===== src/rtl/decade_timer_pkg.sv =====
// Shared types for the decade timer: FSM state encoding and BCD digit type.
package decade_timer_pkg;

    typedef enum logic [1:0] {
        IDLE  = 2'd0,
        RUN   = 2'd1,
        PAUSE = 2'd2
    } state_t;

    typedef logic [3:0] bcd_t;

    localparam bcd_t BCD_MAX = 4'd9;

endpackage


===== src/rtl/decade_timer_ctrl_bcd_digit.sv =====
// One MOD-10 decade digit; increments on inc and wraps 9 -> 0.
module bcd_digit
    import decade_timer_pkg::*;
(
    input  logic clk,
    input  logic rst,
    input  logic clr,
    input  logic inc,
    output bcd_t q,
    output logic at_max
);

    assign at_max = (q == BCD_MAX);

    always_ff @(posedge clk) begin
        if (!rst) begin
            q <= '0;
        end else if (clr) begin
            q <= '0;
        end else if (inc) begin
            q <= at_max ? '0 : q + 4'd1;
        end
    end

endmodule


===== src/rtl/decade_timer_ctrl.sv =====
// Command FSM and prescaler driving a ripple-enable chain of BCD digits,
// with lap capture and a sticky overflow flag.
module decade_timer_ctrl
    import decade_timer_pkg::*;
#(
    parameter int DIGITS   = 4,
    parameter int PRESCALE = 10
) (
    input  logic                  clk,
    input  logic                  rst,
    input  logic                  start,
    input  logic                  stop,
    input  logic                  clear,
    input  logic                  lap,
    output logic [4*DIGITS-1:0]   count_bcd,
    output logic [4*DIGITS-1:0]   lap_bcd,
    output logic                  running,
    output logic                  tick,
    output logic                  overflow,
    output logic [1:0]            state
);

    localparam int PW = (PRESCALE > 1) ? $clog2(PRESCALE) : 1;
    localparam logic [PW-1:0] PRE_LAST = PW'(PRESCALE - 1);

    state_t        st;
    logic [PW-1:0] presc;
    logic [DIGITS:0]   carry;
    logic [DIGITS-1:0] at_max;

    // Commands are single-cycle strobes sampled at the rising edge; there is
    // no backpressure. Priority is clear > stop > start, so a stop cancels a
    // coincident start in every state.
    always_ff @(posedge clk) begin
        if (!rst || clear) begin
            st      <= IDLE;
            presc   <= '0;
            running <= 1'b0;
        end else begin
            case (st)
                IDLE: begin
                    if (start && !stop) begin
                        st      <= RUN;
                        presc   <= '0;
                        running <= 1'b1;
                    end
                end
                RUN: begin
                    presc <= tick ? '0 : presc + PW'(1);
                    if (stop) begin
                        st      <= PAUSE;
                        running <= 1'b0;
                    end
                end
                PAUSE: begin
                    if (start && !stop) begin
                        st      <= RUN;
                        running <= 1'b1;
                    end
                end
                default: begin
                    st      <= IDLE;
                    running <= 1'b0;
                end
            endcase
        end
    end

    assign tick  = (st == RUN) && (presc == PRE_LAST);
    assign state = st;

    // Digit k advances only when tick is set and every lower digit sits at 9.
    assign carry[0] = tick;

    for (genvar k = 0; k < DIGITS; k++) begin : g_digit
        bcd_digit u_digit (
            .clk    (clk),
            .rst    (rst),
            .clr    (clear),
            .inc    (carry[k]),
            .q      (count_bcd[4*k +: 4]),
            .at_max (at_max[k])
        );
        assign carry[k+1] = carry[k] & at_max[k];
    end

    // Lap captures the pre-edge count; the carry out of the top digit is the
    // all-9s wrap that latches overflow.
    always_ff @(posedge clk) begin
        if (!rst || clear) begin
            lap_bcd  <= '0;
            overflow <= 1'b0;
        end else begin
            if (lap && st != IDLE) begin
                lap_bcd <= count_bcd;
            end
            if (carry[DIGITS]) begin
                overflow <= 1'b1;
            end
        end
    end

endmodule


===== config.mk =====
export PLATFORM = sky130hd
export DESIGN_NAME = decade_timer_ctrl
export DESIGN_NICKNAME = d
export VERILOG_FILES = /design/src/rtl/decade_timer_pkg.sv /design/src/rtl/decade_timer_ctrl_bcd_digit.sv /design/src/rtl/decade_timer_ctrl.sv
export SDC_FILE = /design/constraint.sdc
export NUM_CORES = 1
export LEC_CHECK = 0
export CAP_MARGIN = 20
export CORE_UTILIZATION = 37
export CTS_CLUSTER_SIZE = 30
export DETAILED_ROUTE_END_ITERATION = 8
export MAX_ROUTING_LAYER = met4
export PLACE_DENSITY_LB_ADDON = 0.08
export SKIP_CTS_REPAIR_TIMING = 1
export SYNTH_ARGS = -nofsm -noshare
export SYNTH_HDL_FRONTEND = slang
export SYNTH_SLANG_ARGS = --single-unit

===== constraint.sdc =====
create_clock -name clk -period 3.12 [get_ports clk]
set_input_delay 0.468 -clock clk [delete_from_list [all_inputs] [get_ports clk]]
set_output_delay 0.468 -clock clk [all_outputs]
set_load 0.02 [all_outputs]

==> After elaboration in Yosys (flattened, before gate mapping) <==
Cells that the tools add are included.
{ "op_classes": {"n_addsub": 5, "n_mul": 0, "div": 0, "n_lt_le_gt_ge": 0, "n_eq_ne": 10, "shift": 0, "muxes": 13, "n_bitwise": 5, "n_reduce_logical": 13} }
{ "op_table": {"columns": ["cell", "n"], "rows": [
  ["$mux W4", 6],
  ["$add A4 B1 Y4 const B", 5],
  ["$eq A4 B4 Y1 const B", 5],
  ["$pmux W4 S2", 1],
  ["$and A1 B1 Y1", 4],
  ["$mux W2", 2],
  ["$ne A2 B2 Y1 const B", 2],
  ["$pmux W2 S2", 1],
  ["$reduce_and A2 Y1", 2],
  ["$reduce_bool A2 Y1", 2],
  ["$reduce_or A2 Y1", 2],
  ["$logic_and A1 B1 Y1", 3],
  ["$eq A2 B1 Y1 const B", 1],
  ["$eq A2 B2 Y1 const B", 1],
  ["$logic_not A1 Y1", 2],
  ["$logic_not A2 Y1", 1],
  ["$mux W1", 2],
  ["$ne A2 B1 Y1 const B", 1],
  ["$pmux W1 S2", 1],
  ["$logic_or A1 B1 Y1", 1],
  ["$not A1 Y1", 1]
]} }
{ "word_totals": {"reg_bits": 40, "latchBits": 0, "ramBits": 0, "romBits": 0, "inputBits": 6, "output_inout_bits": 37, "word_cells": 55, "n_memories": 0} }

==> Longest topological paths before layout <==
Gate-level depths: netlist of the first run.
{ "depth": {"ltp_word": 6, "mapped_depth": 8, "ltp_nobuf": 6} }

==> Hierarchy <==
A second synthesis of the first run with hierarchy kept.
{ "unflattened": {"cells_unflattened": 207, "hier_area_um2": 1715.4} }
{ "by_module_without_submodules": {"columns": ["mod", "instances", "cells_each", "area_per_inst_um2"], "rows": [
  ["decade_timer_ctrl", 1, 123, 954.7],
  ["bcd_digit", 4, 21, 190.2]
]} }

==> Worst setup path before layout of the first run <==
No wires, ideal clock.
{ "synth_path": {"path_type": "register to register", "start": "register g_digit[0].u_digit.q[3]", "end": "register g_digit[2].u_digit.q[0]", "arrival_ns": 1.858, "setup_slack_ns": 1.192, "stages_incl_launch_ff": 5, "path_buffers": 0, "cell_sequence": "dfxtp_1 -> or3b_1 -> or4_4 -> or4_1 -> a21oi_1"} }
{ "synth_via": {"elab_chain_len": 3} }
{ "synth_lines": {"columns": ["item", "line_no", "source"], "rows": [
  ["start: declaration", "decade_timer_ctrl_bcd_digit.sv:9", "output bcd_t q,"],
  ["start signal: assignment", "decade_timer_ctrl_bcd_digit.sv:21", "q <= at_max ? '0 : q + 4'd1;"],
  ["$eq A4 B4 Y1", "decade_timer_ctrl_bcd_digit.sv:13", "assign at_max = (q == BCD_MAX);"],
  ["$and A1 B1 Y1 (2 in a row)", "decade_timer_ctrl.sv:84", "assign carry[k+1] = carry[k] & at_max[k];"],
  ["end signal: assignment", "decade_timer_ctrl_bcd_digit.sv:21", null],
  ["end: declaration", "decade_timer_ctrl_bcd_digit.sv:9", null]
]} }
Every way passes these cells.
A chain may end at the register's enable or synchronous reset.

==> Worst setup path in the final report of the first run <==
{ "layout_path": {"start": "register presc[0]", "end": "output port tick"} }
{ "layout_via": {"elab_chain_len": 2} }
{ "layout_lines": {"columns": ["item", "line_no", "source"], "rows": [
  ["start: declaration", "decade_timer_ctrl.sv:27", "logic [PW-1:0] presc;"],
  ["start signal: assignment", "decade_timer_ctrl.sv:49", "presc <= tick ? '0 : presc + PW'(1);"],
  ["$eq A4 B4 Y1", "decade_timer_ctrl.sv:69", "assign tick = (st == RUN) && (presc == PRE_LAST);"],
  ["$logic_and A1 B1 Y1", "decade_timer_ctrl.sv:69", null],
  ["end: declaration", "decade_timer_ctrl.sv:18", "output logic tick,"]
]} }
Every way passes these cells.

==> impl.org, run 1 <==
** Run status
- The run finished with clean final reports.

** Logic synthesis
- FFs w/ async S/R, synth :: 0
- Dividing the synthesized area by the synthesized cell count gives 8.033 µm².
- Yosys warns :: 0
- Count of state elements after synthesis :: 40
- Number of instances in the synthesized netlist :: 219
- The synthesized design contains 0 enable-type register cells.
- Summing every instance area after synthesis gives 1759 µm².
- The biggest area contributor in the post-synthesis netlist is dfxtp_1.
- For this run, the leading register cell type out of synthesis is dfxtp_1.
- Counting instances in the post-synthesis netlist gives the leading cell types as dfxtp_1 (40), nand2_1 (40), a21oi_1 (33).
- By area the synthesized netlist is led by dfxtp_1 (46%), a21oi_1 (9.4%), nand2_1 (8.5%), o21ai_0 (3.1%), nor2b_1 (2.5%).
- Of the post-synthesis cell area, the dominant cell type holds 0.4552.
- After synthesis, the netlist uses 37 different library cells.
- When the netlist entered floorplanning its net count stood at 227.
- Of the synthesized area, sequential elements account for 0.4552.

** Clock tree
- Worst skew pair latency :: 0.29 ns
- Clock root buffer master :: clkbuf_8
- Counting every sink on the clock net gives 40.
- TritonCTS built the clock tree.
- The clock tree synthesis step divided the H-tree into 2 levels.
- Largest buffer count on any clock path :: 2
- CTS clock-pin slew for the worst setup and hold paths :: 0.07 ns
- TritonCTS buffer count :: 5

** Worst setup path
- Data arrival time at the worst-slack endpoint :: 2.03 ns
- Number of cell instances on the worst register-to-register path :: 5
- Element type at the critical path end :: output pin
- Of all nets on the critical path, the largest fanout is 9.
- The endpoint identified for the worst register-to-register timing path is g_digit[3].u_digit.q[3].
- Setup crit start kind :: flop
- The critical path is of the reg2out type.
- For flop-to-flop paths, the worst setup slack is 0.97 ns.
- Data on the critical path is required at its endpoint by 2.65 ns.
- The startpoint identified for the worst register-to-register timing path is presc[0].

** Detailed routing
- Total wirelength of the detailed-routed design :: 4160 µm
- In the final routed layout, each cell accounts on average for 13.38 µm.
- First-pass DRT Iterations :: 6
- Using the TritonRoute via totals, the vias-per-cell ratio works out to 5.299.
- Number of violations reported at the end of detailed-routing iteration 0 :: 130
- Number of antenna-violating nets in the routed design :: 0
- DR vias :: 1648
- # DRC :: 0

** Pwr
- Sequential cell fraction of total power :: 0.569
- Clock group share of total power :: 0.395
- The worst-case IR drop observed on VDD is 0.2170 mV.
- Static power due to leakage :: 0.7092 nW
- Of the total power, the share spent switching nets is 0.2187.
- Net load switching power :: 0.0001972 W
- Combinational cell fraction of total power :: 0.036
- Cell internal power was estimated by the tool at 0.0007046 W.
- In this run the power density over the cells is 391.5 nW/µm².
- PnR Total Power :: 0.0009018 W

** Timing
- Total setup violations reported at the end of the flow :: 0
- Shortest period the worst path allows :: 2.501 ns
- Maximum frequency from static timing analysis :: 0.3998 GHz
- RSZ-0062 raised after global routing :: false
- Summed over all failing endpoints, the final setup total negative slack is 0 ns.
- Worst Max-Slew Pin Slew :: 0.7019 ns
- Worst slew slack as a fraction of its limit :: 0.5285
- Final Hold Vio Count :: 0
- In the finished design, the share of the clock period the worst path needs comes to 0.8017.
- On the final layout, the worst clock skew is 0.002462 ns.
- The number of max-slew violations in the final report came to 0.

** Floorplanning
- Die footprint :: 5035 µm²
- I/O pin count :: 43
- In this run the horizontal extent of the chip is 70.96 µm.
- For this configuration, the core starts out at a cell density of 0.3932.
- Row generation in the floorplan step produced 24 rows.
- In this run the vertical extent of the chip is 70.96 µm.
- In this run the standard cell core region covers 4474 µm².

** Global routing
- Number of antenna violations at the first check in global routing :: 0
- Global-route usage over all layers :: 0.1785
- Entering global routing, the biggest net connects 30 pins.
- The via count of the first global-routing pass is 1462.
- For this run the aggregate overflow at the end of global routing stands at 0.
- The first global-routing pass estimated 6851 µm of wire.

** Placed design
- I/O Buffers :: 42
- At the end of routability-driven placement, the weighted congestion stood at 0.7655.
- Summed over all nets, the half-perimeter wirelength after detailed placement is 2746 µm.
- Cells after DPL :: 303

** Layout
- Post-layout net count :: 266
- Antenna diode count :: 0
- After the flow finishes, the layout carries non-filler instances totaling 311.
- In the final layout, the share of cells above drive strength 1 is 0.03475.
- Once layout is complete, the utilization of the core stands at 0.5148.
- Relative to the synthesized area, the layout overhead comes to 30.94%.

** Worst hold path
- Hold Path Sink :: lap_bcd[2]
- Number of cells on the worst hold path :: 2
- The worst hold path belongs to the class reg2reg.
- The startpoint identified for the worst hold timing path is lap_bcd[2].

** Run
- Max-cap violations :: 0
==> cells in the final DEF (no fill, tap or decap), drive strengths merged, types with 4 or more instances in the layout <==
master and instances:
a21oi 33, nand2b 5, nor3 5, nand2 40, or3 4, nor2b 7
o21ai 12, clkbuf 8, or4 5, inv 8, dfxtp 40, clkdlybuf4s50 42
nor2 10
==> registers in the layout (all words and copies together), names as in the netlist <==
signal             count
overflow               1
running                1
state                  2
presc                  4
g_digit.u_digit.q     16
lap_bcd               16
==> per-layer routing <==
layer,wire length [µm],up-vias,track usage
li1,-,844,-
met1,2064,758,0.2305
met5,0,-,-
met4,20,0,0.04667
met2,1900,44,0.2746
met3,175,2,0.05128
==> power by group through the flow <==
| stage | Clock (W) | Combinational [W] | Sequential, W |
|---|---|---|---|
| after detailed placement | 0 | 0.0000333 | 0.000525 |
| after floorplan | 0 | 0.0000176 | 0.000525 |
| after CTS | 0.000362 | 0.0000335 | 0.000513 |
| after global placement | 0 | 0.0000331 | 0.000525 |
| final | 0.000356 | 0.0000327 | 0.000513 |
| after global routing | 0.000391 | 0.0000354 | 0.000513 |
==> area by class of cell <==
cell class	count	area [µm²]
clock buffers	8	90.09
well taps	52	65.06
fillers	458	2171
inverters	8	30.03
repair buffers	44	435.4
flip-flops and latches	40	800.8
multi-input cells	159	882.1
==> per-stage QoR <==
step                      hold WS [ns]  setup WS, ns  area (µm²)
after floorplan                 0.4670         1.192        1759
after global placement          0.4411        0.9524        2213
after detailed placement        0.4470        0.9322        2213
after CTS                       0.4577        0.6082        2303
after global routing            0.4802        0.4689        2303
final                           0.4542        0.6188        2303
==> logic make-up after synthesis <==
kind of cell | count (synthesis) | share of synthesized area
AO/OA/AOI/OAI | 57 | 0.1807
buffers and inverters | 20 | 0.04338
adder cells (fa/ha/maj) | 2 | 0.01422
AND/OR/NAND/NOR | 97 | 0.2916
flip-flops | 40 | 0.4552
XOR/XNOR | 3 | 0.01494
==> worst max-delay path by stage <==
| stage | startpoint | endpoint | slack, ns | depth (start not counted) |
|---|---|---|---|---|
| CTS | presc[0] | tick | 0.61 | 4 |
| floorplan | g_digit[0].u_digit.q[3] | g_digit[2].u_digit.q[0] | 1.19 | 4 |
| global route | presc[0] | tick | 0.47 | 4 |
| finish | presc[0] | tick | 0.62 | 4 |
| detailed placement | presc[0] | tick | 0.93 | 4 |
| global placement | presc[0] | tick | 0.95 | 4 |
==> worst max-delay path, cell delays in order (launching register included) <==
cell	delay, ns
dfxtp_1	0.40
ha_1	0.19
nand3b_1	0.26
nor2_1	0.25
clkdlybuf4s50_1	0.64
No activity file was read; power rests on OpenSTA's default activity.
==> run 2, diff against run 1 <==
==> constraint.sdc (replaced) <==
create_clock -name clk -period 2.3 [get_ports clk]
set_input_delay 0.345 -clock clk [delete_from_list [all_inputs] [get_ports clk]]
set_output_delay 0.345 -clock clk [all_outputs]
set_load 0.02 [all_outputs]
==> run 2 against run 1 <==
Effect of this change: the run now ends with DRC left; power grew 45%; clock power is 59% higher; flip-flop and latch count did not move; clock-buffer cell count down 2; sequential power grew 36%; largest cell class unchanged; largest power group unchanged.
==> impl.org, run 2 (same netlist as run 1, synthesis figures left out) <==
** Run status
- The flow ran to the end, but the final reports show violations.
- Violated checks :: DRC

** Clock tree
- The clock-pin transition on the worst setup and hold timing paths was 0.07 ns (about the same).
- Clock root buffer master :: clkbuf_8
- The number of sinks on the clock net came to 40 (unchanged).
- TritonCTS buffer count :: 5 (unchanged)
- Worst skew pair latency :: 0.29 ns (about the same)
- Clock tree from TritonCTS :: built
- The maximum root-to-sink buffer count was 2 (unchanged).
- Htree depth :: 2 (unchanged)

** Floorplanning
- The die outline width is 70.96 µm (unchanged).
- The core area is 4474 µm² (unchanged).
- Initial Util :: 0.3932 (unchanged)
- Number of cell rows :: 24 (unchanged)
- Die H :: 70.96 µm (unchanged)
- The number of top-level pins is 43 (unchanged).
- The total die area was 5035 µm² (unchanged).

** Timing
- The number of hold violations in the final report is 0 (unchanged).
- Maximum frequency from static timing analysis :: 0.4581 GHz
- The number of failing setup endpoints in the final timing report was 0 (unchanged).
- Max Transition Viols Final :: 0 (unchanged)
- Setup Skew :: 0.009055 ns (+0.006593 ns)
- The slew of the pin with the lowest slew margin was 0.4704 ns (-0.2315 ns).
- The total negative setup slack came to 0 ns (unchanged).
- PnR worst setup slack :: 0.1172 ns (-0.5016 ns)
- Worst slew slack as a fraction of its limit :: 0.6843 (+0.1558)
- Dividing the final minimum period by the clock period gives 0.9490.
- The routed design could run at a clock period as short as 2.183 ns.
- Setup repair after global routing left no endpoint under its margin.

** Pwr
- Static power due to leakage :: 0.7439 nW (+4.9%)
- Maximum vdd drop :: 0.3696 mV (+70%)
- Power per cell area :: 553.7 nW/µm² (+41%)

** Layout
- The library cells used most frequently in the layout, excluding fill and tap cells, are clkdlybuf4s50_1 (42), nand2_1 (40), dfxtp_1 (39).
- The total number of nets in the final design came to 271 (+1.9%).
- Multi-input gate area :: 882.1 µm² (unchanged)
- The largest registers in the layout are g_digit.u_digit.q (16), lap_bcd (16), presc (4).
- The flip-flop and latch area is 802.0 µm² (+0.16%).
- Non-filler cells in the finished layout :: 316 (+1.6%)
- The area growth from synthesis to layout is 34.14%.
- The share of post-route cells with drive strength above 1 came to 0.06061 (+0.02586).
- Count of filler cells inserted in the layout :: 440 (-3.9%)
- The count of antenna diodes in the layout came to 0 (unchanged).
- The share of the core filled with cells in the final layout is 0.5274 (+0.01258).
- Leaving out fill and tap cells, the most frequent cell in the layout is clkdlybuf4s50_1.

** Placed design
- Worst slack, placed :: 0.3687 ns (-0.5634 ns)
- The final weighted congestion in routability-driven placement was 0.8139 (+6.3%).
- The placed wire-length estimate was 2914 µm (+6.1%).
- The number of placed instances, taps included was 308 (+1.7%).
- I/O Buffers :: 42 (unchanged)

** Worst setup path
- Crit path kind :: reg2out
- Element type at the critical path end :: output pin
- Ordered list of cells on the worst path :: ha_1, nand3b_1, nor2_1, clkdlybuf4s50_1
- STA classifies the critical path startpoint as a flop.
- Among all stages on the critical path, the largest delay is contributed by clkdlybuf4s50_1.
- Highest cell delay on the worst timing path :: 0.64 ns (about the same)
- Reg-to-reg startpoint :: g_digit[0].u_digit.q[3]
- Required time reported for the critical path endpoint :: 1.96 ns (-0.69 ns)
- In this run the critical register-to-register path is captured at g_digit[2].u_digit.q[0].
- The highest net fanout along the worst path is 5 (-4).
- Setup slack of the worst register-to-register path :: 0.38 ns (-0.59 ns)
- Data arrival time at the worst-slack endpoint :: 1.84 ns (-0.19 ns)
- The path depth of the worst reg2reg path came to 4 (-1).

** Worst hold path
- The instance count along the most critical hold path came to 2 (unchanged).
- The path with the worst hold slack has its endpoint at lap_bcd[0].
- Beginning of the worst hold path :: lap_bcd[0]
- The worst hold path belongs to the class reg2reg.

** Detailed routing
- The via count is 1641 (-0.42%).
- Number of violations reported at the end of detailed-routing iteration 0 :: 49 (-62%)
- Routed via count divided by cell count :: 5.193 (-2.0%)
- Routed wire per std cell :: 13.49 µm (+0.83%)
- Total wirelength of the detailed-routed design :: 4262 µm (+2.5%)
- Number of antenna-violating nets in the routed design :: 0 (unchanged)
- First-pass DRT Iterations :: 8 (+2)
- # DRC :: 1 (+1)

** Global routing
- Wire length of the first global-routing pass :: 7162 µm (+4.5%)
- The overall track demand over capacity in global routing came to 0.1880 (+0.009504).
- Via count of the first global-routing pass :: 1487 (+1.7%)
- Number of antenna violations at the first check in global routing :: 0 (unchanged)
- The overall overflow remaining after global route came to 0 (unchanged).
- Maximum number of pins on one net before global-route repair :: 39 (+30%)

** Run
- Max-cap violations :: 0 (unchanged)
[run 2: changes by cell type in the layout (fill, tap and decap cells not counted), sizes merged]
| cell | change |
|---|---|
| clkinv | +1 |
| buf | +5 |
| bufinv | +1 |
| clkbuf | -2 |
[run 2: worst max-delay path by stage]
stage	start	to	slack [ns]	cells after the start
finish	presc[0]	tick	0.12	4
floorplan	g_digit[0].u_digit.q[3]	g_digit[2].u_digit.q[0]	0.37	4
global placement	state[0]	tick	0.41	3
detailed placement	state[0]	g_digit[2].u_digit.q[0]	0.37	4
CTS	state[0]	tick	0.06	3
global route	presc[0]	tick	0.03	4
[run 2: through the flow]
step | total power [W] | area, µm² | hold WS, ns
after global routing | 0.001355 | 2360 | 0.4793
after global placement | 0.0007581 | 2251 | 0.4418
after detailed placement | 0.0007580 | 2251 | 0.4458
final | 0.001307 | 2360 | 0.4534
after floorplan | 0.0007366 | 1759 | 0.4178
after CTS | 0.001323 | 2359 | 0.4565
[run 2: layout make-up]
| type | count | area share |
|---|---|---|
| multi-input cells | 159 | 0.3738 |
| flip-flops and latches | 40 | 0.3399 |
| repair buffers | 49 | 0.2004 |
| clock buffers | 6 | 0.03075 |
| well taps | 52 | 0.02757 |
| clock inverters | 2 | 0.01485 |
| inverters | 8 | 0.01273 |
[run 2: report_power, final]
group,leakage (nW),internal (W),switching (W)
Sequential,0.323,0.000694,0.00000244
Clock,0.0552,0.000322,0.000243
Combinational,0.366,0.0000180,0.0000275
Total,0.744,0.00103,0.000273
[run 2: per-layer routing]
layer / vias up / part of all wire / track usage
met3: 6 / 0.033 / 0.04131
met4: 0 / 0.013 / 0.06000
met1: 754 / 0.49 / 0.2391
met2: 30 / 0.46 / 0.2981
li1: 851 / - / -
met5: - / 0 / -
[run 2: critical path, delay by kind of cell, from the launching register on]
kind | cells | cell delay, ns
buffers and inverters | 1 | 0.64
flip-flops | 1 | 0.40
AND/OR/NAND/NOR | 2 | 0.32
adder cells (fa/ha/maj) | 1 | 0.19
